### src/rtl/streaming_bot_feeder_if.sv
// Upstream graph stream into the bot feeder: valid/ready handshake carrying one graph per beat.
interface streaming_bot_feeder_if;
  logic         graphValid;
  logic [127:0] graphIn;
  logic         graphLast;
  logic         graphReady;

  modport master (output graphValid, graphIn, graphLast, input graphReady);
  modport slave  (input graphValid, graphIn, graphLast, output graphReady);
endinterface

### src/rtl/streaming_bot_feeder.sv
// Input-side producer for streamingCountConnectedCore: issues one tagged bot per clk under
// slowDownInput backpressure and tracks in-flight bots until the job's last result returns.
module streaming_bot_feeder #(
  parameter int unsigned TAG_WIDTH      = 4,
  parameter int unsigned INFLIGHT_WIDTH = 10,
  parameter int unsigned COUNT_WIDTH    = 32
) (
  input  logic                      clk,
  input  logic                      rst,
  input  logic                      start,
  input  logic [TAG_WIDTH-1:0]      startTag,
  streaming_bot_feeder_if.slave     up,
  output logic                      isBotValid,
  output logic [127:0]              graphOut,
  output logic [TAG_WIDTH:0]        extraDataOut,
  input  logic                      slowDownInput,
  input  logic                      resultValid,
  input  logic [TAG_WIDTH:0]        extraDataIn,
  output logic                      busy,
  output logic                      jobDone,
  output logic [COUNT_WIDTH-1:0]    botsIssued,
  output logic [INFLIGHT_WIDTH-1:0] inFlight,
  output logic                      protocolError
);

  typedef enum logic [1:0] {StIdle, StRun, StDrain, StDone} state_e;

  state_e                    state;
  logic                      slowReg;
  logic                      lastSeen;
  logic [TAG_WIDTH-1:0]      jobTag;

  logic                      transfer;
  logic                      active;
  logic                      resLast;
  logic                      resDec;
  logic                      saturate;
  logic                      resultError;
  logic                      lastSeenNext;
  logic [INFLIGHT_WIDTH-1:0] inFlightNext;

  // Ready depends on registers only; the registered slowDown costs at most two extra bots.
  assign up.graphReady = (state == StRun) && !slowReg;
  assign transfer      = up.graphValid && up.graphReady;

  assign active   = (state == StRun) || (state == StDrain);
  assign resLast  = extraDataIn[TAG_WIDTH];
  assign resDec   = active && resultValid && (inFlight != '0);
  assign saturate = isBotValid && !resDec && (&inFlight);

  // inFlight excludes a bot issued this same cycle, so a legal last result sees exactly one.
  assign resultError = active && resultValid &&
                       ((inFlight == '0) || (extraDataIn[TAG_WIDTH-1:0] != jobTag) ||
                        (resLast && (inFlight != INFLIGHT_WIDTH'(1))));
  assign lastSeenNext = lastSeen || (active && resultValid && resLast);

  always_comb begin
    inFlightNext = inFlight;
    if (isBotValid && !resDec && !saturate) begin
      inFlightNext = inFlight + INFLIGHT_WIDTH'(1);
    end else if (!isBotValid && resDec) begin
      inFlightNext = inFlight - INFLIGHT_WIDTH'(1);
    end
  end

  always_ff @(posedge clk) begin
    if (rst) begin
      state         <= StIdle;
      slowReg       <= 1'b0;
      lastSeen      <= 1'b0;
      jobTag        <= '0;
      isBotValid    <= 1'b0;
      graphOut      <= '0;
      extraDataOut  <= '0;
      busy          <= 1'b0;
      jobDone       <= 1'b0;
      botsIssued    <= '0;
      inFlight      <= '0;
      protocolError <= 1'b0;
    end else begin
      slowReg    <= slowDownInput;
      isBotValid <= transfer;
      inFlight   <= inFlightNext;
      jobDone    <= 1'b0;
      if (transfer) begin
        graphOut     <= up.graphIn;
        extraDataOut <= {up.graphLast, jobTag};
        botsIssued   <= botsIssued + COUNT_WIDTH'(1);
      end
      if (resultError || saturate) begin
        protocolError <= 1'b1;
      end
      unique case (state)
        StIdle: begin
          if (start) begin
            state      <= StRun;
            jobTag     <= startTag;
            botsIssued <= '0;
            lastSeen   <= 1'b0;
            busy       <= 1'b1;
          end
        end
        StRun: begin
          lastSeen <= lastSeenNext;
          if (transfer && up.graphLast) begin
            state <= StDrain;
          end
        end
        StDrain: begin
          lastSeen <= lastSeenNext;
          if (lastSeenNext && (inFlightNext == '0)) begin
            state   <= StDone;
            jobDone <= 1'b1;
          end
        end
        StDone: begin
          state <= StIdle;
          busy  <= 1'b0;
        end
      endcase
    end
  end

endmodule

### src/flat_wrapper.sv
// flat-port wrapper written by rule: the top's interface ports become plain ports
module streaming_bot_feeder_flat 
#(
  parameter int unsigned TAG_WIDTH      = 4,
  parameter int unsigned INFLIGHT_WIDTH = 10,
  parameter int unsigned COUNT_WIDTH    = 32
)
  (clk, rst, start, startTag, isBotValid, graphOut, extraDataOut, slowDownInput, resultValid, extraDataIn, busy, jobDone, botsIssued, inFlight, protocolError, up_graphValid, up_graphIn, up_graphLast, up_graphReady);
  streaming_bot_feeder_if up_i ();
  input  logic clk;
  input  logic rst;
  input  logic start;
  input  logic [TAG_WIDTH-1:0] startTag;
  output logic isBotValid;
  output logic [127:0] graphOut;
  output logic [TAG_WIDTH:0] extraDataOut;
  input  logic slowDownInput;
  input  logic resultValid;
  input  logic [TAG_WIDTH:0] extraDataIn;
  output logic busy;
  output logic jobDone;
  output logic [COUNT_WIDTH-1:0] botsIssued;
  output logic [INFLIGHT_WIDTH-1:0] inFlight;
  output logic protocolError;
  input wire logic [$bits(up_i.graphValid)-1:0] up_graphValid;
  input wire logic [$bits(up_i.graphIn)-1:0] up_graphIn;
  input wire logic [$bits(up_i.graphLast)-1:0] up_graphLast;
  output wire logic [$bits(up_i.graphReady)-1:0] up_graphReady;
  assign up_i.graphValid = up_graphValid;
  assign up_i.graphIn = up_graphIn;
  assign up_i.graphLast = up_graphLast;
  assign up_graphReady = up_i.graphReady;
  streaming_bot_feeder #(.TAG_WIDTH(TAG_WIDTH), .INFLIGHT_WIDTH(INFLIGHT_WIDTH), .COUNT_WIDTH(COUNT_WIDTH)) u_core (.clk(clk), .rst(rst), .start(start), .startTag(startTag), .up(up_i), .isBotValid(isBotValid), .graphOut(graphOut), .extraDataOut(extraDataOut), .slowDownInput(slowDownInput), .resultValid(resultValid), .extraDataIn(extraDataIn), .busy(busy), .jobDone(jobDone), .botsIssued(botsIssued), .inFlight(inFlight), .protocolError(protocolError));
endmodule
### config.mk
export PLATFORM = sky130hd
export DESIGN_NAME = streaming_bot_feeder_flat
export DESIGN_NICKNAME = d
export VERILOG_FILES = /design/src/rtl/streaming_bot_feeder_if.sv /design/src/rtl/streaming_bot_feeder.sv /design/src/flat_wrapper.sv
export SDC_FILE = /design/constraint.sdc
export NUM_CORES = 1
export LEC_CHECK = 0
export CAP_MARGIN = 10
export CORE_MARGIN = 1.5
export CORE_UTILIZATION = 38
export CTS_CLUSTER_DIAMETER = 200
export DETAILED_ROUTE_END_ITERATION = 6
export MAX_ROUTING_LAYER = met4
export PLACE_DENSITY = 0.74
export SYNTH_ARGS = -nofsm -noshare
export SYNTH_HDL_FRONTEND = slang
export SYNTH_SLANG_ARGS = --single-unit
### constraint.sdc
create_clock -name clk -period 2.6 [get_ports clk]
set_input_delay 0.52 -clock clk [delete_from_list [all_inputs] [get_ports clk]]
set_output_delay 0.52 -clock clk [all_outputs]
set_load 0.05 [all_outputs]
==> results of run 1 <==
[sequential cells by signal (all words and copies together) (netlist names), 2 cells and up]
signal and flops:
u_core.extraDataOut 5, u_core.graphOut 128, u_core.jobTag 4, u_core.inFlight 10, u_core.botsIssued 32, u_core.state 2
[kinds of logic (layout without fill, tap and decap cells)]
kind of cell	count (synthesis)	in the layout	synth area share
and+or+nand+nor	428	428	0.252
AOI/OAI and AO/OA	189	189	0.145
DFF	187	187	0.510
buffers and inverters	63	414	0.0358
xor gates and xnor gates	34	34	0.0406
adders and majority gates	8	8	0.0136
muxes	2	2	0.00273
other	0	1	0
[where the power goes]
part	total (mW)	leakage, nW	switching (mW)	internal (mW)
clock	2.49	0.260	1.21	1.28
sequential	3.41	1.52	0.236	3.17
combinational	4.19	2.36	2.47	1.72
[final cells by class]
type / count / area [um2]
clock buffers: 19 / 443
well taps: 260 / 325
multi-input cells: 661 / 3400
diodes: 1 / 2.50
flip-flops and latches: 187 / 3750
clock inverters: 12 / 106
inverters: 7 / 28.8
repair buffers: 376 / 3690
fillers: 1692 / 7080
[cells in the mapped netlist (all sizes together), types with 4 or more instances]
cell type | n | area [um2]
dfxtp | 187 | 3740
inv | 7 | 26.3
nor2 | 44 | 165
xnor2 | 13 | 114
clkbuf | 48 | 180
ha | 8 | 100
nor3 | 9 | 45.0
xor2 | 21 | 184
nand2 | 297 | 1110
and3 | 11 | 70.1
nand4 | 11 | 68.8
nand3 | 17 | 85.1
nor2b | 7 | 43.8
buf | 8 | 56.3
o21ai | 9 | 48.8
or3 | 7 | 43.8
nand2b | 5 | 31.3
o311ai | 4 | 52.6
a21oi | 151 | 756
[path summary, 6_finish.rpt]
kind,startpoint,end,slack (ns),depth (start not counted)
worst max register to register,u_core.inFlight[0],u_core.state[1],-0.09,10
worst max-delay path,u_core.inFlight[0],u_core.state[1],-0.09,10
worst min register to register,u_core.graphOut[102],u_core.graphOut[102],0.45,2
worst min-delay path,rst,u_core.protocolError,0.44,2
[per-layer routing]
layer / up-vias / part of all wire
met5: - / 0
met4: 0 / 0.031
met3: 40 / 0.084
met2: 248 / 0.47
met1: 3437 / 0.41
li1: 3710 / -
[critical path: stages (launching register included)]
cell and delay [ns]:
dfxtp_4 0.36, inv_4 0.06, ha_4 0.14, or3b_4 0.38
or4_4 0.53, mux2i_2 0.20, o311ai_2 0.15, nor4_2 0.24
nand3_1 0.16, o21ai_2 0.19, mux2i_1 0.19
[what timing repair did]
item                       CTS  global route
resized for setup           10             2
setup buffers                4             0
pin swaps                    5             4
setup endpoints to repair    4             3
==> impl_metrics.py, run 1 <==
metrics = {
    "die": {
        "initial_core_util": 0.390,
        "dieArea_um2": 20200,
        "dieWidth_um": 142,
        "coreArea_um2": 18800,
        "die_h_um": 142,
        "rows": 50,
        "io_pins": 324,
    },
    "setup_path": {
        "cp-start-kind": "flop",
        "critPathKind": "reg -> reg",
        "arrival_ns": 3.04,
        "endpoint_kind": "flop",
        "crit_required_ns": 2.95,
        "path_max_fanout": 4,
    },
    "route": {
        "totalWireLength_um": 24000,
        "wl_per_cell_um": 15.7,
        "via_per_inst": 4.88,
        "vias": 7435,
        "first_pass_iters": 5,
        "drc_errors": 0,
        "drt-initial-drc-count": 402,
        "drt.antenna.violating_nets": 0,
    },
    "grt": {
        "overflow": 0,
        "grtUsageMet3": 0.0828,
        "busiest_layer": "met2",
        "grt_max_degree": 138,
        "grt_pass1_vias": 7079,
        "met1_usage": 0.277,
        "grt_pass1_wl_um": 36900,
        "antenna_found_initial": 1,
        "grt_usage": 0.242,
        "grt_use_met2": 0.390,
    },
    "clocking": {
        "htreeDepth": 4,
        "cts.sinks": 187,
        "cts_max_path_buffers": 2,
        "cts_tree": "built",
        "path_clk_slew_ns": 0.08,
        "cts_buffers": 17,
        "insertion_delay_ns": 0.43,
        "holdBufCountCts": 0,
        "cts_root_buf": "clkbuf_16",
    },
    "placement": {
        "port_buffers": 323,
        "post-place-ws_ns": -0.377,
        "place_congestion": 0.877,
        "postPlaceCellArea_um2": 11100,
        "dp_cells": 1487,
        "dpl.hpwl_um": 17400,
    },
    "sta": {
        "min_period_over_period": 1.03,
        "setup_tns_ns": -0.100,
        "slew_headroom": 0.554,
        "rsz0062_at_grt": "yes",
        "drv_slew": 0,
        "worstMarginPinSlew_ns": 0.669,
        "hold_viol": 0,
        "post-route-min-period_ns": 2.69,
        "setup_violations": 2,
        "fmax_mhz": 372,
        "whs_ns": 0.443,
        "fin_ws_ns": -0.0868,
        "final.setup_skew_ns": 0.0123,
    },
    "power_and_ir_drop": {
        "power_density_nw_per_um2": 859,
        "power_mw": 10.1,
        "leakage_nw": 4.14,
        "peakVddDrop_uv": 450,
    },
    "final_layout": {
        "final_common_cell": "clkdlybuf4s50_1",
        "final_util": 0.624,
        "syn_to_final_growth_pct": 60.0,
        "most-common-layout-cells": "clkdlybuf4s50_1 (321), nand2_1 (296), dfxtp_1 (183)",
        "nets": 1402,
        "layout-drive-gt1-share": 0.0887,
        "stdcell_count": 1523,
        "post-route-cell-area_um2": 11700,
    },
    "logic_synthesis": {
        "async_flop_share": 0,
        "syn_inst": 911,
        "ys.flop_type": "dfxtp_1",
        "synth_edf_count": 0,
        "synth.avg_cell_area_um2": 8.06,
        "synthesis.area_um2": 7340,
        "yosysWarnings": 0,
        "ys_seq_area_frac": 0.510,
        "netlist-cell-type-count": 56,
        "synth-seq-cells": 187,
        "synth_nets": 1063,
    },
    "min_path": {
        "hp-class": "in -> reg",
    },
    "run_status": {
        "outcome": "finished with violations",
        "violations": "negative setup slack",
    },
    "run": {
        "drv_cap": 0,
    },
}
No activity file was read; power rests on OpenSTA's default activity.
==> run 2: changes to the inputs <==
PLACE_DENSITY = 0.71   (was 0.74)
clock period = 3.1 ns   (was 2.6 ns; I/O delays follow)
==> impl_metrics.py, run 2 (synthesis gave the netlist of run 1 again) <==
metrics = {
    "sta": {
        "setup_tns_ns": 0,
        "min_period_over_period": 0.926,
        "slew_headroom": 0.425,
        "final.setup_skew_ns": 0.0173,
        "rsz0062_at_grt": "no",
        "hold_viol": 0,
        "worstMarginPinSlew_ns": 0.862,
        "whs_ns": 0.454,
        "fmax_mhz": 348,
        "post-route-min-period_ns": 2.87,
        "setup_violations": 0,
        "drv_slew": 0,
    },
    "die": {
        "initial_core_util": 0.390,
        "rows": 50,
        "coreArea_um2": 18800,
        "dieWidth_um": 142,
        "dieArea_um2": 20200,
        "io_pins": 324,
        "die_h_um": 142,
    },
    "placement": {
        "dpl.hpwl_um": 16800,
        "port_buffers": 323,
        "place_congestion": 0.866,
    },
    "final_layout": {
        "final_common_cell": "clkdlybuf4s50_1",
        "fill_cells": 1680,
        "syn_to_final_growth_pct": 55.9,
        "largest_register": "u_core.graphOut",
        "top_regs": "u_core.graphOut (128), u_core.botsIssued (32), u_core.inFlight (10)",
        "layout-drive-gt1-share": 0.0545,
        "most-common-layout-cells": "clkdlybuf4s50_1 (322), nand2_1 (296), dfxtp_1 (187)",
        "nets": 1369,
        "n_antenna_cell": 0,
        "largest_register_ffs": 128,
    },
    "route": {
        "totalWireLength_um": 23500,
        "drc_errors": 0,
        "via_per_inst": 4.87,
        "first_pass_iters": 4,
        "wl_per_cell_um": 15.8,
        "drt.antenna.violating_nets": 0,
        "drt-initial-drc-count": 349,
        "vias": 7259,
    },
    "setup_path": {
        "r2r_setup_slack_ns": 0.23,
        "cp-start-kind": "flop",
        "ff2ff_path_depth": 10,
        "arrival_ns": 2.25,
        "critPathKind": "reg -> out",
        "crit_required_ns": 2.48,
        "endpoint_kind": "output pin",
        "cpPeakStageDelay_ns": 0.88,
        "worstPathCellList": "inv_1 > ha_1 > nor2b_1 > clkdlybuf4s50_1",
        "path_max_fanout": 4,
        "cp_slowest_cell": "clkdlybuf4s50_1",
    },
    "run": {
        "drv_cap": 0,
    },
    "power_and_ir_drop": {
        "power_density_nw_per_um2": 718,
        "leakage_nw": 3.96,
        "power_mw": 8.22,
        "peakVddDrop_uv": 425,
    },
    "clocking": {
        "path_clk_slew_ns": 0.07,
        "cts_tree": "built",
        "insertion_delay_ns": 0.43,
        "cts_max_path_buffers": 2,
        "cts_buffers": 17,
        "cts.sinks": 187,
        "cts_root_buf": "clkbuf_16",
        "htreeDepth": 4,
    },
    "min_path": {
        "hp-class": "reg -> reg",
        "worstHoldPathCells": 2,
    },
    "grt": {
        "overflow": 0,
        "grt_max_degree": 81,
        "grt_pass1_vias": 6940,
        "grt_usage": 0.237,
        "antenna_found_initial": 0,
        "grt_pass1_wl_um": 36100,
    },
    "run_status": {
        "outcome": "completed",
    },
}
## run 2: repair_timing
item	CTS	global route
hold buffers	0	0
setup buffers	0	0
endpoints found under the setup margin	0	2
gates resized for setup	0	3
## run 2: critical path: cells and delay by family (launching register included)
kind	cells	cell delay (ns)
fa+ha+maj	1	0.18
buf+inv	2	0.97
flops	1	0.34
simple gates	1	0.34
## run 2: path summary, 6_finish.rpt
path,startpoint,endpoint
worst max-delay path,u_core.state[1],up_graphReady
worst min-delay path,u_core.graphOut[0],u_core.graphOut[0]
worst max register to register,u_core.inFlight[1],u_core.state[1]
worst min register to register,u_core.graphOut[0],u_core.graphOut[0]
## run 2: power breakdown
part | switching, mW | internal [mW]
registers | 0.222 | 2.65
clock network | 1.01 | 1.22
logic | 1.94 | 1.18
## run 2: per-layer routing
layer  part of all wire  vias to the layer above  GRT usage
met3              0.079                       39     0.0845
li1                   -                     3644          -
met2               0.48                      241      0.387
met4              0.026                        0     0.0857
met1               0.42                     3335      0.267
met5                  0                        -          -
## run 2: per-stage QoR
| stage | worst slack [ns] | utilization | cells | cell area (um2) |
|---|---|---|---|---|
| 2_1_floorplan | 0.173 | - | 911 | 7340 |
| 3_3_place_gp | 0.0732 | 0.576 | 1458 | 10800 |
| 3_5_place_dp | 0.0611 | 0.576 | 1458 | 10800 |
| 4_1_cts | 0.153 | 0.607 | 1490 | 11400 |
| 5_1_grt | 0.00418 | 0.608 | 1490 | 11400 |
| 6_report | 0.229 | 0.608 | 1490 | 11400 |
## run 2: final cells by class
type | instances | area [um2] | area share
multi-input cells | 661 | 3350 | 0.293
inverters | 7 | 26.3 | 0.00230
flip-flops and latches | 187 | 3740 | 0.327
clock inverters | 12 | 153 | 0.0133
clock buffers | 20 | 437 | 0.0382
repair buffers | 343 | 3410 | 0.298
well taps | 260 | 325 | 0.0284
